==> src/rtl/spi_buf_pkg.sv <==
// Shared types and default sizes for the SPI transfer buffer.
package spi_buf_pkg;

    localparam int DEF_DEPTH = 16;
    localparam int DEF_SS_W  = 24;
    localparam int DEF_LEN_W = 8;

    typedef logic [7:0] byte_t;

    typedef enum logic [2:0] {
        IDLE,
        CHECK,
        START,
        WAIT_BUSY,
        RUN
    } state_e;

endpackage

==> src/rtl/spi_xfer_buffer_fifo.sv <==
// Show-ahead synchronous FIFO with occupancy output.
// A pop in the same cycle as a push at full frees the slot, so both succeed.
module sync_fifo #(
    parameter int W     = 8,
    parameter int DEPTH = 16
) (
    input  logic                   clk,
    input  logic                   rst,
    input  logic                   push,
    input  logic [W-1:0]           din,
    input  logic                   pop,
    output logic [W-1:0]           dout,
    output logic                   full,
    output logic                   empty,
    output logic [$clog2(DEPTH):0] level
);

    localparam int AW = $clog2(DEPTH);

    logic [W-1:0]  r_mem [DEPTH];
    logic [AW-1:0] r_wr;
    logic [AW-1:0] r_rd;
    logic [AW:0]   r_cnt;
    logic          w_push;
    logic          w_pop;

    assign w_pop  = pop & ~empty;
    assign w_push = push & (~full | w_pop);

    // Storage; contents are don't-care until written, pointers define validity.
    always_ff @(posedge clk) begin
        if (w_push) r_mem[r_wr] <= din;
    end

    // Pointers wrap naturally because DEPTH is a power of two.
    always_ff @(posedge clk or negedge rst) begin
        if (!rst) begin
            r_wr  <= '0;
            r_rd  <= '0;
            r_cnt <= '0;
        end else begin
            if (w_push) r_wr <= r_wr + AW'(1);
            if (w_pop)  r_rd <= r_rd + AW'(1);
            case ({w_push, w_pop})
                2'b10:   r_cnt <= r_cnt + (AW+1)'(1);
                2'b01:   r_cnt <= r_cnt - (AW+1)'(1);
                default: r_cnt <= r_cnt;
            endcase
        end
    end

    assign dout  = r_mem[r_rd];
    assign full  = (r_cnt == (AW+1)'(DEPTH));
    assign empty = (r_cnt == '0);
    assign level = r_cnt;

endmodule

==> src/rtl/spi_xfer_buffer.sv <==
// Byte-buffering front end for SpiMaster: queues TX bytes and commands,
// launches a transfer only when all TX bytes are present and RX space is
// guaranteed, serves the master's read strobe and captures RX bytes.
module spi_xfer_buffer
    import spi_buf_pkg::*;
#(
    parameter int DEPTH = DEF_DEPTH,
    parameter int SS_W  = DEF_SS_W,
    parameter int LEN_W = DEF_LEN_W
) (
    input  logic                   clk,
    input  logic                   rst,
    input  logic                   cmd_valid,
    output logic                   cmd_ready,
    input  logic [SS_W-1:0]        cmd_ss_mask,
    input  logic [LEN_W-1:0]       cmd_len,
    input  logic                   tx_valid,
    output logic                   tx_ready,
    input  logic [7:0]             tx_data,
    output logic                   rx_valid,
    input  logic                   rx_ready,
    output logic [7:0]             rx_data,
    output logic [$clog2(DEPTH):0] tx_level,
    output logic [$clog2(DEPTH):0] rx_level,
    output logic                   busy,
    input  logic                   clr_flags,
    output logic                   tx_underflow,
    output logic                   rx_overflow,
    output logic                   m_start,
    output logic [SS_W-1:0]        m_ss_mask,
    output logic [LEN_W-1:0]       m_trans_len,
    input  logic                   m_read,
    output logic [7:0]             m_tx_data,
    input  logic                   m_valid,
    input  logic [7:0]             m_rx_data,
    input  logic                   m_busy
);

    state_e           r_state;
    state_e           w_next;
    logic [SS_W-1:0]  r_mask;
    logic [LEN_W-1:0] r_len;
    logic [SS_W-1:0]  r_m_mask;
    logic [LEN_W-1:0] r_m_len;
    byte_t            r_m_tx_data;
    logic             r_txu;
    logic             r_rxo;

    byte_t            w_tx_head;
    logic             w_tx_full;
    logic             w_tx_empty;
    logic             w_rx_full;
    logic             w_rx_empty;
    logic             w_cmd_fire;
    logic [31:0]      w_need;
    logic             w_launch_ok;

    sync_fifo #(.W(8), .DEPTH(DEPTH)) u_tx_fifo (
        .clk   (clk),
        .rst   (rst),
        .push  (tx_valid),
        .din   (tx_data),
        .pop   (m_read),
        .dout  (w_tx_head),
        .full  (w_tx_full),
        .empty (w_tx_empty),
        .level (tx_level)
    );

    sync_fifo #(.W(8), .DEPTH(DEPTH)) u_rx_fifo (
        .clk   (clk),
        .rst   (rst),
        .push  (m_valid),
        .din   (m_rx_data),
        .pop   (rx_ready),
        .dout  (rx_data),
        .full  (w_rx_full),
        .empty (w_rx_empty),
        .level (rx_level)
    );

    assign tx_ready   = ~w_tx_full;
    assign rx_valid   = ~w_rx_empty;
    assign w_cmd_fire = cmd_valid & cmd_ready;

    // Compare in 32 bits so len+1 cannot wrap against the level width.
    assign w_need      = 32'(r_len) + 32'd1;
    assign w_launch_ok = (32'(tx_level) >= w_need) &&
                         ((32'(DEPTH) - 32'(rx_level)) >= w_need);

    // State register.
    always_ff @(posedge clk or negedge rst) begin
        if (!rst) r_state <= IDLE;
        else      r_state <= w_next;
    end

    // Next-state and state-decoded outputs.
    always_comb begin
        w_next    = r_state;
        cmd_ready = 1'b0;
        m_start   = 1'b0;
        busy      = 1'b1;
        case (r_state)
            IDLE: begin
                cmd_ready = 1'b1;
                busy      = 1'b0;
                if (cmd_valid) w_next = CHECK;
            end
            CHECK:     if (w_launch_ok) w_next = START;
            START: begin
                m_start = 1'b1;
                w_next  = WAIT_BUSY;
            end
            WAIT_BUSY: if (m_busy)  w_next = RUN;
            RUN:       if (!m_busy) w_next = IDLE;
            default:   w_next = IDLE;
        endcase
    end

    // Command latch, and the copy presented to the master from START onwards.
    always_ff @(posedge clk or negedge rst) begin
        if (!rst) begin
            r_mask   <= '0;
            r_len    <= '0;
            r_m_mask <= '0;
            r_m_len  <= '0;
        end else begin
            if (w_cmd_fire) begin
                r_mask <= cmd_ss_mask;
                r_len  <= cmd_len;
            end
            if (r_state == CHECK && w_next == START) begin
                r_m_mask <= r_mask;
                r_m_len  <= r_len;
            end
        end
    end

    // Serve TX head to the master; an empty FIFO yields zero.
    always_ff @(posedge clk or negedge rst) begin
        if (!rst)        r_m_tx_data <= '0;
        else if (m_read) r_m_tx_data <= w_tx_empty ? 8'h00 : w_tx_head;
    end

    // Sticky error flags; clear wins over a same-cycle set.
    always_ff @(posedge clk or negedge rst) begin
        if (!rst) begin
            r_txu <= 1'b0;
            r_rxo <= 1'b0;
        end else if (clr_flags) begin
            r_txu <= 1'b0;
            r_rxo <= 1'b0;
        end else begin
            if (m_read && w_tx_empty)              r_txu <= 1'b1;
            if (m_valid && w_rx_full && !rx_ready) r_rxo <= 1'b1;
        end
    end

    assign m_ss_mask    = r_m_mask;
    assign m_trans_len  = r_m_len;
    assign m_tx_data    = r_m_tx_data;
    assign tx_underflow = r_txu;
    assign rx_overflow  = r_rxo;

    // A command longer than the FIFO depth would stall in CHECK forever.
    a_len_fits: assert property (@(posedge clk) disable iff (!rst)
        w_cmd_fire |-> (32'(cmd_len) + 32'd1 <= 32'(DEPTH)));

endmodule

==> config.mk <==
export PLATFORM = sky130hd
export DESIGN_NAME = spi_xfer_buffer
export DESIGN_NICKNAME = d
export VERILOG_FILES = /design/src/rtl/spi_buf_pkg.sv /design/src/rtl/spi_xfer_buffer_fifo.sv /design/src/rtl/spi_xfer_buffer.sv
export SDC_FILE = /design/constraint.sdc
export NUM_CORES = 1
export LEC_CHECK = 0
export ABC_CLOCK_PERIOD_IN_PS = 4400
export CORE_UTILIZATION = 55
export CTS_BUF_LIST = sky130_fd_sc_hd__clkbuf_4 sky130_fd_sc_hd__clkbuf_8
export DETAILED_ROUTE_END_ITERATION = 10
export PLACE_DENSITY = 0.75
export SYNTH_ARGS = -nofsm -noshare
export SYNTH_HDL_FRONTEND = slang
export SYNTH_SLANG_ARGS = --single-unit
==> constraint.sdc <==
create_clock -name clk -period 4.4 [get_ports clk]
set_input_delay 0.88 -clock clk [delete_from_list [all_inputs] [get_ports clk]]
set_output_delay 0.88 -clock clk [all_outputs]
set_load 0.01 [all_outputs]
After elaboration in Yosys (flattened, before gate mapping)
Memories as Yosys holds them, arrays and structs flattened. Index checks and enable logic that the tools add are counted.

Reductions and logical operators: 13. $add $sub $neg: 10. Equal/unequal tests: 11. Bitwise operators: 11. Multiplexer cells: 19. Order comparisons: 2.

Operators with widths (number): >= comparator 32 x 9 -> 1 bit (1); case mux 5 bit (2 select lines) (2); adder 4 x 1 -> 4 bit, second input constant (4); case mux 3 bit (5 select lines) (1); two-way mux 3 bit (4); two-way mux 1 bit (11); adder 5 x 1 -> 5 bit, second input constant (2); equality test 5 bit, second input constant (2); logical NOT 5 bit (2); subtractor 5 x 1 -> 5 bit, second input constant (2); adder 8 x 1 -> 9 bit, second input constant (1); equality test 3 x 2 -> 1 bit, second input constant (3); >= comparator 5 x 9 -> 1 bit (1); two-way mux 8 bit (1); nonzero test 2 bit (4); subtractor 5 x 5 -> 6 bit, first input constant (1); AND 1 bit (5); logical AND 1 bit (5); equality test 2 x 1 -> 1 bit, second input constant (2); equality test 2 bit, second input constant (2); inverter 1 bit (4); equality test 3 x 1 -> 1 bit, second input constant (1); equality test 3 bit, second input constant (1); logical NOT 3 bit (1); other kinds (2) (3).

Word-level logic and storage cells: 82. Memories: 2. RAM bits: 256. Output and inout bits: 65. Flip-flop bits (word level): 103.

Memories: u_rx_fifo.r_mem (words 16, width 8, rd ports 1, clocked after Yosys merged registers in 0, write ports 1, line spi_xfer_buffer_fifo.sv:20) `logic [W-1:0] r_mem [DEPTH];`; u_tx_fifo.r_mem (words 16, width 8, rd ports 1, clocked after Yosys merged registers in 0, write ports 1, line spi_xfer_buffer_fifo.sv:20).

Longest topological paths before layout
Word-level depth: 7. Depth in mapped cells: 17.

By module
A second synthesis with hierarchy kept.

Cell total of the unflattened synthesis: 870. Area total of the unflattened synthesis: 15058.2 um^2.

Modules (own cells, without submodules): sync_fifo at u_rx_fifo (sequential area each 4169.0 um^2, area an instance 5835.6 um^2, instances 1, cells each 306); sync_fifo at u_tx_fifo (sequential area each 4169.0 um^2, area an instance 5794.3 um^2, instances 1, cells each 307); spi_xfer_buffer (sequential area each 1926.8 um^2, area an instance 3428.3 um^2, instances 1, cells each 257).

Least setup slack after synthesis
Ideal clock, no wire load.

Path kind: flip-flop to flip-flop. Start: register u_rx_fifo.r_cnt[0] (netlist: u_rx_fifo.level[0]). End: register u_rx_fifo.r_cnt[4] (netlist: u_rx_fifo.level[4]). Arrival time: 3.069 ns. Cell stages (with the launch flop): 18. Buffers on the path: 0. Path slack: 1.208 ns. Period minus slack after synthesis: 3.192 ns. Cell sequence: dfrtp_1 > inv_1 > ha_1 > nor3b_1 > ha_1 > inv_1 > nand2_1 > a21boi_1 > inv_1 > ha_1 > inv_1 > fa_1 > inv_1 > a21o_1 > a21oi_1 > xnor2_1 > nor2_1 > xnor2_1.

Longest elaborated chain between the ends: 7.

Ends and longest elaborated chain: from (decl) (line spi_xfer_buffer_fifo.sv:23) `logic [AW:0] r_cnt;`; from (signal assigned) (line spi_xfer_buffer_fifo.sv:45) `2'b10: r_cnt <= r_cnt + (AW+1)'(1);`; from (signal assigned) (line spi_xfer_buffer_fifo.sv:46) `2'b01: r_cnt <= r_cnt - (AW+1)'(1);`; from (signal assigned) (line spi_xfer_buffer_fifo.sv:47) `default: r_cnt <= r_cnt;`; logical NOT 5 bit (*) (line spi_xfer_buffer_fifo.sv:54) `assign empty = (r_cnt == '0);`; inverter 1 bit (*); named net rx_valid (line spi_xfer_buffer.sv:20) `output logic rx_valid,`; AND 1 bit (*) (line spi_xfer_buffer_fifo.sv:27) `assign w_pop = pop & ~empty;`; OR 1 bit (line spi_xfer_buffer_fifo.sv:28) `assign w_push = push & (~full | w_pop);`; AND 1 bit (line spi_xfer_buffer_fifo.sv:28); equality test 2 x 1 -> 1 bit or equality test 2 bit (tied branches) (line spi_xfer_buffer_fifo.sv:44) `case ({w_push, w_pop})`; case mux 5 bit (2 select lines) or nonzero test 2 bit (tied branches).

The timed path passes the listed nets; every way through them passes the cells marked *. A chain may end at the register's enable or synchronous reset.

Worst setup path in the final report
Start: register u_rx_fifo.r_rd[0]. End: output rx_data[0].

Longest elaborated chain between the ends: 1.

Ends and longest elaborated chain: from (decl) (line spi_xfer_buffer_fifo.sv:22) `logic [AW-1:0] r_rd;`; from (signal assigned) (line spi_xfer_buffer_fifo.sv:43) `if (w_pop) r_rd <= r_rd + AW'(1);`; memory (16 x 8 bit); to (decl) (line spi_xfer_buffer.sv:22) `output logic [7:0] rx_data,`.

Every way passes these cells.

==> impl_metrics.prom <==
# TYPE chip_impl_metric gauge
chip_impl_info{name="outcome",value="complete, but fails checks"} 1
chip_impl_info{name="failed_checks",value="DRC"} 1
chip_impl_metric{name="clock_buffer_count_from_cts",unit=""} 57
chip_impl_metric{name="synth_fa_ha_area_frac",unit=""} 0.0316
chip_impl_metric{name="min_period_over_period",unit=""} 0.841
chip_impl_metric{name="powerDensity",unit="nW/um2"} 673
chip_impl_metric{name="timing.hold.ws",unit="ns"} 0.331
chip_impl_metric{name="htreeDepth",unit=""} 2
chip_impl_metric{name="initial_utilization",unit=""} 0.563
chip_impl_metric{name="first_pass_grt_wire_length",unit="um"} 44900
chip_impl_metric{name="drt_first_iter_violations",unit=""} 589
chip_impl_metric{name="finClkSkew",unit="ns"} 0.0343
chip_impl_info{name="holdCritPathClass",value="in -> async"} 1
chip_impl_info{name="timing_worst_setup_path_type",value="reg -> out"} 1
chip_impl_metric{name="num_io_pins",unit=""} 122
chip_impl_metric{name="clkTransAtPathRegs",unit="ns"} 0.06
chip_impl_metric{name="first_global_vias",unit=""} 7911
chip_impl_metric{name="number_of_synthesized_flops_with_an_enable_pin",unit=""} 256
chip_impl_metric{name="count_of_vias_placed_by_the_detailed_router",unit=""} 7486
chip_impl_metric{name="drive_above_1_share",unit=""} 0.263
chip_impl_info{name="clock-root-buffer",value="clkbuf_8"} 1
chip_impl_metric{name="multiInputGateArea",unit="um2"} 4200
chip_impl_metric{name="io_buffer_count",unit=""} 121
chip_impl_metric{name="antenna_found_initial",unit=""} 0
chip_impl_info{name="rsz0062_at_grt",value="false"} 1
chip_impl_metric{name="antenna_cells",unit=""} 0
chip_impl_metric{name="register_area",unit="um2"} 10300
chip_impl_metric{name="dpl_worst_slack",unit="ns"} 0.780
chip_impl_metric{name="ys_warn_count",unit=""} 0
chip_impl_metric{name="timing.critical_path.required",unit="ns"} 3.52
chip_impl_metric{name="crit_fanout",unit=""} 35
chip_impl_metric{name="max_slew_margin",unit=""} 0.290
chip_impl_metric{name="finalHoldViolCount",unit=""} 0
chip_impl_metric{name="synth-async-reset-ratio",unit=""} 0.287
chip_impl_info{name="critical_path.startpoint_type",value="register"} 1
chip_impl_info{name="layout_common_cells",value="256 x edfxtp_1, 120 x clkdlybuf4s50_1, 100 x dfrtp_1"} 1
chip_impl_metric{name="yosys.cell_types.count",unit=""} 48
chip_impl_info{name="final_common_cell",value="edfxtp_1"} 1
chip_impl_metric{name="flow.area_growth_from_synthesis",unit="%"} 18.9
chip_impl_metric{name="synthXorXnorAreaFrac",unit=""} 0.0173
chip_impl_metric{name="dieArea",unit="um2"} 27400
chip_impl_info{name="worstSetupEndpointType",value="output port"} 1
chip_impl_metric{name="synth_area_per_cell",unit="um2"} 18.6
chip_impl_metric{name="yosysSeqAreaShare",unit=""} 0.697
chip_impl_metric{name="postSynthNetCount",unit=""} 884
chip_impl_metric{name="floorplan.die.height",unit="um"} 166
chip_impl_metric{name="ctsLongestPathBuffers",unit=""} 3
chip_impl_metric{name="core_box_area",unit="um2"} 26100
chip_impl_metric{name="finalCoreUtilization",unit=""} 0.670
chip_impl_metric{name="finish.net_count",unit=""} 1047
chip_impl_metric{name="drt.antenna.violating_nets",unit=""} 0
chip_impl_metric{name="finalNonFillerCells",unit=""} 1334
chip_impl_metric{name="slew_violations",unit=""} 0
chip_impl_metric{name="post_drt_via_cell_ratio",unit=""} 5.61
chip_impl_metric{name="worstSkewPairLatency",unit="ns"} 0.59
chip_impl_metric{name="dp_hpwl",unit="um"} 18800
chip_impl_metric{name="fmaxAchievable",unit="MHz"} 270
chip_impl_info{name="tritoncts",value="yes"} 1
chip_impl_metric{name="routed_wire_length_per_instance",unit="um"} 21.3
chip_impl_metric{name="instance_count_after_placement_with_tap_cells_included",unit=""} 1230
chip_impl_metric{name="yosys.area_share.simple",unit=""} 0.0359
chip_impl_metric{name="synth_cells",unit=""} 791
chip_impl_metric{name="setup_slack",unit="ns"} 0.701
chip_impl_metric{name="die_x",unit="um"} 166
chip_impl_metric{name="grt-ovfl-total",unit=""} 0
chip_impl_metric{name="tightest_slew",unit="ns"} 1.06
chip_impl_metric{name="placement_rows",unit=""} 59
chip_impl_info{name="synth-main-ff-cell",value="edfxtp_1"} 1
chip_impl_metric{name="postSynthRegisterBits",unit=""} 359
chip_impl_metric{name="cts.sink_count",unit=""} 359
chip_impl_metric{name="report.final.setup_viol",unit=""} 0
chip_impl_metric{name="drt_pre_antenna_iters",unit=""} 8
chip_impl_metric{name="drv.max_cap_violation_count",unit=""} 0
chip_impl_metric{name="syn-cell-area",unit="um2"} 14700
chip_impl_metric{name="post_cts_resize_count",unit=""} 0
chip_impl_metric{name="post_synth_mux_area_share",unit=""} 0.177
chip_impl_metric{name="totalWireLength",unit="um"} 28400
chip_impl_metric{name="cts_post_setup_buffers_inserted",unit=""} 0
chip_impl_metric{name="synth_compound_area_frac",unit=""} 0.0229
chip_impl_metric{name="layout_fillers",unit=""} 1776
chip_impl_metric{name="grt_usage",unit=""} 0.219
chip_impl_metric{name="cts.hold.buffers_added",unit=""} 0
chip_impl_info{name="synth_top_family_by_area",value="multiplexers"} 1
chip_impl_metric{name="placer_s_final_routability_congestion_estimate",unit=""} 0.768
chip_impl_metric{name="p_leak",unit="nW"} 6.45
chip_impl_metric{name="vdd.ir_drop.worst",unit="V"} 0.000391
chip_impl_metric{name="detail_route.drc_violations",unit=""} 20
chip_impl_metric{name="final_period_minus_worst_setup_slack",unit="ns"} 3.70
chip_impl_metric{name="worst_ep_arrival_time",unit="ns"} 2.82
chip_impl_metric{name="fin_tns_setup",unit="ns"} 0
chip_impl_metric{name="largest_net_degree_at_the_start_of_global_routing",unit=""} 49
layout make-up:
class / instances / area share
Timing Repair Buffer: 140 / 0.0779
Sequential cell: 359 / 0.587
Tap cell: 335 / 0.0239
Inverter: 27 / 0.00579
Multi-Input combinational cell: 369 / 0.240
Clock inverter: 14 / 0.00407
Clock buffer: 90 / 0.0622
power breakdown:
part	switching [mW]	internal [mW]	total [mW]
clock network	1.23	1.56	2.79
logic	1.70	2.30	3.99
registers	0.665	4.34	5.01
layer usage:
metal  up-vias  routed length [um]  track usage
met1      3821               12400        0.308
met4         0                 507       0.0599
li1       3397                   -            -
met2       226               14000        0.355
met3        42                1570       0.0387
met5         -                   0            0
final timing paths:
check | start | to | slack, ns | cells past startpoint
worst max-delay path | u_rx_fifo.r_rd[0] | rx_data[0] | 0.70 | 4
worst min-delay path | rst | m_ss_mask[13] | 0.33 | 1
worst max register to register | u_rx_fifo.level[0] | m_trans_len[0] | 0.80 | 14
worst min register to register | m_trans_len[7] | m_trans_len[7] | 0.49 | 1
max in group asynchronous | rst | u_tx_fifo.r_rd[0] | 3.18 | 2
min in group clk | m_trans_len[7] | m_trans_len[7] | 0.49 | 1
registers in the layout, indices dropped and copies added (netlist names):
| signal | cells |
|---|---|
| u_tx_fifo.r_wr | 4 |
| r_state | 3 |
| u_rx_fifo.r_wr | 4 |
| r_mask | 24 |
| m_trans_len | 8 |
| u_tx_fifo.r_mem | 128 |
| u_rx_fifo.r_mem | 128 |
| u_rx_fifo.r_rd | 4 |
| u_rx_fifo.level | 5 |
| m_tx_data | 8 |
| u_tx_fifo.level | 5 |
| u_tx_fifo.r_rd | 4 |
| r_len | 8 |
| m_ss_mask | 24 |
| tx_underflow | 1 |
| rx_overflow | 1 |
synth_stat cells (2+ instances only):
cell	count	area (um2)
mux4_2	80	1800
buf_2	6	30.0
and2_1	3	18.8
buf_1	10	37.5
nand2b_1	8	50.1
a21oi_1	8	40.0
inv_1	25	93.8
or3_1	3	18.8
nand2_1	32	120
nor2_1	35	131
xnor2_1	21	184
a21o_1	5	37.5
dfrtp_1	103	2580
a22o_1	8	70.1
and3_1	2	12.5
nand4_1	6	37.5
fa_1	2	40.0
nor4_1	2	12.5
nor3_1	10	50.1
mux2_2	33	372
o21a_1	2	15.0
mux2_4	28	420
a31oi_1	3	18.8
nor3b_1	2	15.0
ha_1	34	425
nand3_1	6	30.0
xor2_1	8	70.1
edfxtp_1	256	7690
clkbuf_1	17	63.8
o21ai_0	13	65.1
buf_6	3	33.8
critical path: stages, from the launching register on:
cell and delay [ns]:
dfrtp_2 0.37, buf_12 0.26, mux4_2 0.55, mux4_2 0.51
clkdlybuf4s50_1 0.52
through the flow:
step | cell area, um2 | power (mW)
floorplan | 14700 | 7.60
global placement | 16300 | 9.00
detailed placement | 16300 | 9.10
CTS | 17500 | 11.9
global route | 17500 | 12.5
finish | 17500 | 11.8
cells by family (layout without fill, tap and decap cells):
group           count (synthesis)  after routing
flops                         359            359
mux                           142            142
simple gates                  113            113
buf+inv                        63            271
compound gates                 49             49
fa+ha+maj                      36             36
xor+xnor                       29             29
Note: power is estimated with default switching activity, not from simulation.
